### src/rtl/dram_arb_pkg.sv
// Shared types and widths for the two-port DRAM arbiter.
package dram_arb_pkg;
    localparam int ADDR_W = 27;
    localparam int DATA_W = 32;

    typedef enum logic [1:0] {IDLE, BUSY, DONE} arb_state_t;

    typedef struct packed {
        logic [ADDR_W-1:0] addr;
        logic [DATA_W-1:0] din;
        logic              rw;
    } dram_req_t;

    // Instruction fetches are always reads with zeroed write data.
    function automatic dram_req_t ifetch_req(input logic [ADDR_W-1:0] a);
        dram_req_t r;
        r.addr = a;
        r.din  = '0;
        r.rw   = 1'b0;
        return r;
    endfunction
endpackage

### src/rtl/dram_arbiter_rr_arb2.sv
// Two-way round-robin picker: gnt 0 = instruction (req[0]), 1 = data (req[1]).
module rr_arb2 (
    input  logic [1:0] req,
    input  logic       last,
    output logic       gnt
);
    // On a tie the port that did not win last time goes next.
    always_comb begin
        gnt = 1'b0;
        if (req == 2'b11) gnt = ~last;
        else              gnt = req[1];
    end
endmodule

### src/rtl/dram_arbiter.sv
// Serialises instruction-fetch and data requests onto one DRAM port with
// round-robin fairness, routing each completion back to its issuer.
module dram_arbiter
    import dram_arb_pkg::*;
#(
    parameter int TIMEOUT_CYCLES = 4096
) (
    input  logic              sys_clk,
    input  logic              rst,
    input  logic              i_valid,
    input  logic [ADDR_W-1:0] i_addr,
    output logic [DATA_W-1:0] i_dout,
    output logic              i_ready,
    input  logic              d_valid,
    input  logic [ADDR_W-1:0] d_addr,
    input  logic [DATA_W-1:0] d_din,
    input  logic              d_rw,
    output logic [DATA_W-1:0] d_dout,
    output logic              d_ready,
    output logic [ADDR_W-1:0] addr_dram,
    output logic [DATA_W-1:0] din_dram,
    output logic              rw_dram,
    output logic              valid_dram,
    input  logic [DATA_W-1:0] dout_dram,
    input  logic              ready_dram,
    output logic              grant,
    output logic              busy,
    output logic              timeout_err
);
    localparam int WD_W = $clog2(TIMEOUT_CYCLES + 1);

    arb_state_t state, state_nxt;
    logic       last_grant;
    logic       pick;
    logic       do_grant, do_done;
    logic       wd_stall, wd_hit;
    logic [WD_W-1:0] wd_cnt;
    dram_req_t  req_sel;

    rr_arb2 u_rr (
        .req  ({d_valid, i_valid}),
        .last (last_grant),
        .gnt  (pick)
    );

    always_comb begin
        if (pick) begin
            req_sel.addr = d_addr;
            req_sel.din  = d_din;
            req_sel.rw   = d_rw;
        end else begin
            req_sel = ifetch_req(i_addr);
        end
    end

    always_ff @(posedge sys_clk or posedge rst) begin
        if (rst) state <= IDLE;
        else     state <= state_nxt;
    end

    always_comb begin
        state_nxt = state;
        do_grant  = 1'b0;
        do_done   = 1'b0;
        case (state)
            IDLE: if (i_valid || d_valid) begin
                state_nxt = BUSY;
                do_grant  = 1'b1;
            end
            BUSY: if (ready_dram) begin
                state_nxt = DONE;
                do_done   = 1'b1;
            end
            DONE:    state_nxt = IDLE;
            default: state_nxt = IDLE;
        endcase
    end

    // Watchdog only observes; a stalled transaction is never aborted.
    assign wd_stall = (state == BUSY) && !ready_dram;
    assign wd_hit   = (wd_cnt == WD_W'(TIMEOUT_CYCLES - 1));

    always_ff @(posedge sys_clk or posedge rst) begin
        if (rst) begin
            addr_dram   <= '0;
            din_dram    <= '0;
            rw_dram     <= 1'b0;
            valid_dram  <= 1'b0;
            i_dout      <= '0;
            d_dout      <= '0;
            i_ready     <= 1'b0;
            d_ready     <= 1'b0;
            grant       <= 1'b0;
            last_grant  <= 1'b1;
            busy        <= 1'b0;
            timeout_err <= 1'b0;
            wd_cnt      <= '0;
        end else begin
            i_ready <= 1'b0;
            d_ready <= 1'b0;
            busy    <= (state_nxt != IDLE);
            if (do_grant) begin
                {addr_dram, din_dram, rw_dram} <= req_sel;
                valid_dram <= 1'b1;
                grant      <= pick;
                last_grant <= pick;
                wd_cnt     <= '0;
            end
            if (do_done) begin
                valid_dram <= 1'b0;
                if (grant) begin
                    d_dout  <= dout_dram;
                    d_ready <= 1'b1;
                end else begin
                    i_dout  <= dout_dram;
                    i_ready <= 1'b1;
                end
            end
            if (wd_stall && !timeout_err) begin
                wd_cnt <= wd_cnt + WD_W'(1);
                if (wd_hit) timeout_err <= 1'b1;
            end
        end
    end
endmodule

### config.mk
export PLATFORM = sky130hd
export DESIGN_NAME = dram_arbiter
export DESIGN_NICKNAME = d
export VERILOG_FILES = /design/src/rtl/dram_arb_pkg.sv /design/src/rtl/dram_arbiter_rr_arb2.sv /design/src/rtl/dram_arbiter.sv
export SDC_FILE = /design/constraint.sdc
export NUM_CORES = 1
export LEC_CHECK = 0
export BUFFER_PORTS_ARGS = -buffer_cell sky130_fd_sc_hd__buf_2
export CAP_MARGIN = 30
export CORE_MARGIN = 2
export CORE_UTILIZATION = 35
export DETAILED_ROUTE_END_ITERATION = 7
export PLACE_DENSITY = 0.63
export RECOVER_POWER = 25
export SLEW_MARGIN = 5
export SYNTH_ARGS = -nofsm -noshare
export SYNTH_HDL_FRONTEND = slang
export SYNTH_SLANG_ARGS = --single-unit
### constraint.sdc
create_clock -name sys_clk -period 4.1 [get_ports sys_clk]
set_input_delay 0.205 -clock sys_clk [delete_from_list [all_inputs] [get_ports sys_clk]]
set_output_delay 0.205 -clock sys_clk [all_outputs]
set_load 0.01 [all_outputs]
Yosys cells after proc, flatten, opt, wreduce, memory -nomap -nowiden:

Index checks and enable logic that the tools add are counted.

* bits in registers: 146
* latch bits: 0
* bits in writable memories: 0
* ROM bits: 0
* bits of input ports: 124
* output and inout port bits: 130
* word-level logic and storage cells: 49
* memories: 0

* add/subtract/negate cells: 1
* multipliers: 0
* divide/modulo/power cells: 0
* magnitude comparators: 0
* eq/ne operators: 3
* shift operators: 0
* mux-type cells: 17
* bitwise gates (word level): 2
* reduce and logical (&&, ||, !) cells: 12

Operators by type and width (number)
* two-way mux 60 bit: 1
* two-way mux 13 bit: 2
* adder 13 x 1 -> 13 bit, second input constant: 1
* == test 13 x 12 -> 1 bit, second input constant: 1
* two-way mux 1 bit: 11
* AND reduction 2 bit: 3
* nonzero test 2 bit: 3
* two-way mux 2 bit: 2
* case mux 2 bit (2 select lines): 1
* == test 2 x 1 -> 1 bit, second input constant: 1
* == test 2 bit, second input constant: 1
* logical AND 1 bit: 2
* zero test 1 bit: 2
* zero test 2 bit: 1
* inverter 1 bit: 2
* logical OR 1 bit: 1

Longest topological paths before layout:

* depth after elaboration: 5
* depth in mapped cells: 6
* gate-level depth less buffers: 4

Cells and area by module:

From an unflattened synthesis, not the netlist that was laid out.

* cells, all modules: 494
* area total of the unflattened synthesis: 5968.2 µm²

Modules (own cells, without submodules)
* dram_arbiter: times used 1, cells an instance 493, area each 5957.0 µm², seq. area each 3654.8 µm²
* rr_arb2: times used 1, cells an instance 1, area each 11.3 µm², seq. area each 0.0 µm²

Least setup slack after synthesis:

OpenSTA, ideal clock, no wires.

* kind: reg2reg
* start point: register last_grant
* end point: register din_dram[20]
* setup time: 0.121 ns
* data arrival time: 1.349 ns
* data required time: 3.979 ns
* slack: 2.630 ns
* cell stages (with the launch flop): 7
* path buffers: 3
* clock period less this slack: 1.470 ns
* cells stage by stage: dfstp_2 a21boi_1 buf_4 and2_1 buf_2 buf_2 a22o_1

* cells in the longest elaborated chain, start to end: 3

RTL lines
* start: declaration: RTL line dram_arbiter.sv:33 `logic last_grant;`
* start signal: assignment: RTL line dram_arbiter.sv:106 `last_grant <= pick;`
* inverter 1 bit: RTL line dram_arbiter_rr_arb2.sv:10 `if (req == 2'b11) gnt = ~last;`
* two-way mux 1 bit: RTL line dram_arbiter_rr_arb2.sv:10
* two-way mux 60 bit: RTL line dram_arbiter.sv:47 `if (pick) begin`
* end signal: assignment: RTL line dram_arbiter.sv:103 `{addr_dram, din_dram, rw_dram} <= req_sel;`
* end: declaration: RTL line dram_arbiter.sv:21 `output logic [DATA_W-1:0] din_dram,`

Every way passes these cells.
A chain may end at the register's enable or synchronous reset.

Worst setup path after layout:

* start point: register state[1]
* end point: register wd_cnt[12]

* cells in the longest elaborated chain, start to end: 4
* elaborated cells on any way between the ends: 7
* classes of those cells: 1 x eq/ne; 2 x mux; 4 x reduce/logical

RTL lines
* start: declaration: RTL line dram_arbiter.sv:32 `arb_state_t state, state_nxt;`
* start signal: assignment: RTL line dram_arbiter.sv:58 `else state <= state_nxt;`
* == test 2 x 1 -> 1 bit: RTL line dram_arbiter.sv:80 `assign wd_stall = (state == BUSY) && !ready_dram;`
* logical AND 1 bit: RTL line dram_arbiter.sv:80
* logical AND 1 bit: RTL line dram_arbiter.sv:119 `if (wd_stall && !timeout_err) begin`
* two-way mux 13 bit or nonzero test 2 bit (tied branches)
* end signal: assignment: RTL line dram_arbiter.sv:120 `wd_cnt <= wd_cnt + WD_W'(1);`
* end: declaration: RTL line dram_arbiter.sv:37 `logic [WD_W-1:0] wd_cnt;`

Several ways; a longest one is shown, not always the timed one.

==> results by group <==
STA
  • Max-slew violations: 0
  • Final Setup Violations: 0
  • RSZ-0062 raised after global routing: no
  • Hold_ws: 0.01804 ns
  • Final worst slack: 1.952 ns
  • Max-slew headroom: 38.45%
  • Period utilisation layout: 52.38%
  • Final hold violation count: 0
  • FMAX: 0.4656 GHz
  • Fin Setup TNS: 0 ns
  • Slew @ Worst Pin: 0.9208 ns
  • Final Skew: 0.007125 ns
  • Final min period: 2.148 ns

Placement
  • Dpl cell area: 7237 µm²
  • Final HPWL from detailed placement: 9584 µm
  • Dpl ws: 1.935 ns
  • I/O Buffers: 253
  • Dpl cells: 870
  • Gp weighted congestion: 0.7517

Cells and area
  • Register Area: 3655 µm²
  • Layout Nets: 828
  • Area growth, synth to finish: 40.96%
  • Final Cell Area: 8082 µm²
  • Fin cells: 933
  • Final core occ: 50.69%
  • Multi-input gate area: 1947 µm²
  • # fillers: 1449
  • Layout cell share with drive strength beyond 1: 38.55%

Hold path
  • Hold WC Path Type: in2reg
  • Min-delay src: d_din[18]

Drt
  • ANT nets after route: 0
  • Final wirelength: 13880 µm
  • DR vias: 4366
  • Drt drc: 0
  • Wire per inst: 14.88 µm
  • Drt first-iter violations: 182
  • DR pass1 iterations: 4
  • Via-per-instance ratio: 4.680

Global route
  • Global route overflow: 0
  • Global-route wire length before repair: 23190 µm
  • Largest net degree at the start of global routing: 93
  • Antenna violations before repair: 1
  • GRT Overall Usage: 16.50%
  • Vias in the first global route: 4652

Logic synthesis
  • EDFF count, synth: 0
  • Syn. warnings: 0
  • Ys async rst share: 100.0%
  • Post-Syn Instances: 421
  • Cell Area, Synth: 5733 µm²
  • Seq/Total Area, Yosys: 63.75%
  • Syn_nets: 546
  • Netlist cell types: 36
  • Syn avg cell area: 13.62 µm²
  • Synth Register Bits: 146
  • Most used DFF post-synth: dfrtp_1

Clock tree
  • Clk buf depth: 2
  • Num CTS Buffers: 17
  • H-tree depth: 4
  • CTS resizes: 0
  • Sink Count: 146
  • CTS tree: yes
  • Clock-pin slew of the registers on the worst-case setup and hold paths: 0.06 ns
  • # Post-CTS Setup Buffers: 0
  • Hold_buf cts: 28
  • Clock Latency Late Sink: 0.41 ns
  • Root buffer cell: clkbuf_16

Pwr
  • Lkg Pwr: 3.864 nW
  • Total power: 6.229 mW
  • Worst vdd ir: 0.3459 mV
  • PD cells: 770.7 nW/µm²

Worst setup path
  • Reg-to-Reg End: wd_cnt[12]
  • CP Class: reg2reg
  • Reg2reg path depth: 4
  • Worst path arrival time: 2.44 ns
  • Worst setup EP type: flop
  • Worst r2r src: state[1]
  • CP Launch Type: flop
  • Worst Setup EP: wd_cnt[12]
  • Setup slack, reg-to-reg: 1.95 ns
  • Worst path required time: 4.39 ns
  • Crit-path max FO: 11
  • Crit path launch: state[1]

Floorplan
  • Io pins: 254
  • Die extent in x: 132.0 µm
  • Core Footprint: 15940 µm²
  • Die height: 132.0 µm
  • FP Rows: 46
  • Die ar.: 17420 µm²
  • Starting density of the core: 35.96%

Run
  • Max_cap viols: 0

Run status
  • Status: finished, final reports clean
## layout make-up
cell class                      count  area share (%)
Clock inverter                     15           2.539
Tap cell                          216           3.344
Inverter                            4          0.2013
Timing Repair Buffer              289           19.31
Sequential cell                   146           45.22
Clock buffer                       17           5.264
Multi-Input combinational cell    245           24.09
Antenna cell                        1         0.03096
## sequential cells by signal, summed over array words and instances (netlist names)
name         cells
state            2
i_ready          1
i_dout          32
grant            1
last_grant       1
timeout_err      1
addr_dram       27
d_dout          32
valid_dram       1
din_dram        32
d_ready          1
wd_cnt          13
busy             1
rw_dram          1
## power breakdown
group	switching (mW)	internal (mW)	leakage [nW]	total (mW)
combinational	1.15	0.977	1.75	2.12
clock	0.611	1.03	0.301	1.64
sequential	0.360	2.11	1.81	2.47
## worst min path at each step
stage	cells past startpoint	endpoint	slack (ns)
2_1_floorplan	1	state[0]	0.31
3_3_place_gp	2	i_dout[7]	0.19
3_5_place_dp	2	i_dout[7]	0.19
4_1_cts	2	din_dram[6]	0.003
5_1_grt	2	din_dram[6]	0.003
6_report	2	din_dram[18]	0.02
## kinds of logic (layout without fill, tap and decap cells)
group | count (synthesis) | count (layout) | share of synthesized area (%)
and+or+nand+nor | 64 | 64 | 5.587
muxes | 93 | 93 | 17.63
adders and majority gates | 1 | 1 | 0.2182
xor gates and xnor gates | 1 | 1 | 0.1528
other | 0 | 1 | 0
buffers and inverters | 30 | 325 | 2.575
DFF | 146 | 146 | 63.75
AOI/OAI and AO/OA | 86 | 86 | 10.08
## critical path, stage by stage (launching register included)
cell and delay (ns):
dfrtp_1 0.43, nor4b_2 0.84, nand4_2 0.30, or2_1 0.34
mux2i_1 0.13
## layout by cell type, fill, tap and decap left out, types with 2 or more instances in the layout
| master | n |
|---|---|
| buf_12 | 3 |
| inv_1 | 3 |
| a22o_1 | 34 |
| nand4_1 | 6 |
| dlygate4sd3_1 | 28 |
| clkinvlp_4 | 3 |
| dfrtp_1 | 145 |
| buf_2 | 164 |
| nand2_1 | 39 |
| nand3_1 | 2 |
| nor2_1 | 2 |
| clkbuf_1 | 89 |
| inv_6 | 4 |
| a21o_1 | 2 |
| a21oi_1 | 3 |
| mux2_2 | 64 |
| nor2b_1 | 2 |
| o21ai_0 | 39 |
| a31oi_1 | 3 |
| mux2i_1 | 29 |
| and3_1 | 3 |
| clkinv_2 | 2 |
| bufinv_16 | 4 |
| clkinv_4 | 2 |
| buf_4 | 3 |
| clkbuf_16 | 17 |
## layer usage
metal  wire length, µm  track usage (%)  share of wire (%)
met4               409            8.031                2.9
met3               714            4.383                5.1
met2              6845            27.00                 49
met5                 0                0                  0
met1              5912            20.31                 43
## synthesized netlist by cell type, types with 2 or more instances
library cell | instances | area [µm²]
dfrtp_1 | 145 | 3628
mux2_2 | 64 | 720.7
nand2_1 | 39 | 146.4
o21ai_0 | 39 | 195.2
a22o_1 | 34 | 297.8
mux2i_1 | 29 | 290.3
buf_2 | 16 | 80.08
nand4_1 | 6 | 37.54
buf_4 | 4 | 30.03
clkbuf_1 | 4 | 15.01
inv_1 | 4 | 15.01
a21oi_1 | 3 | 15.01
a31oi_1 | 3 | 18.77
and3_1 | 3 | 18.77
nand3_1 | 3 | 15.01
a21o_1 | 2 | 15.01
buf_1 | 2 | 7.510
nor2_1 | 2 | 7.510
nor2b_1 | 2 | 12.51
(Power assumes the default switching activity.)
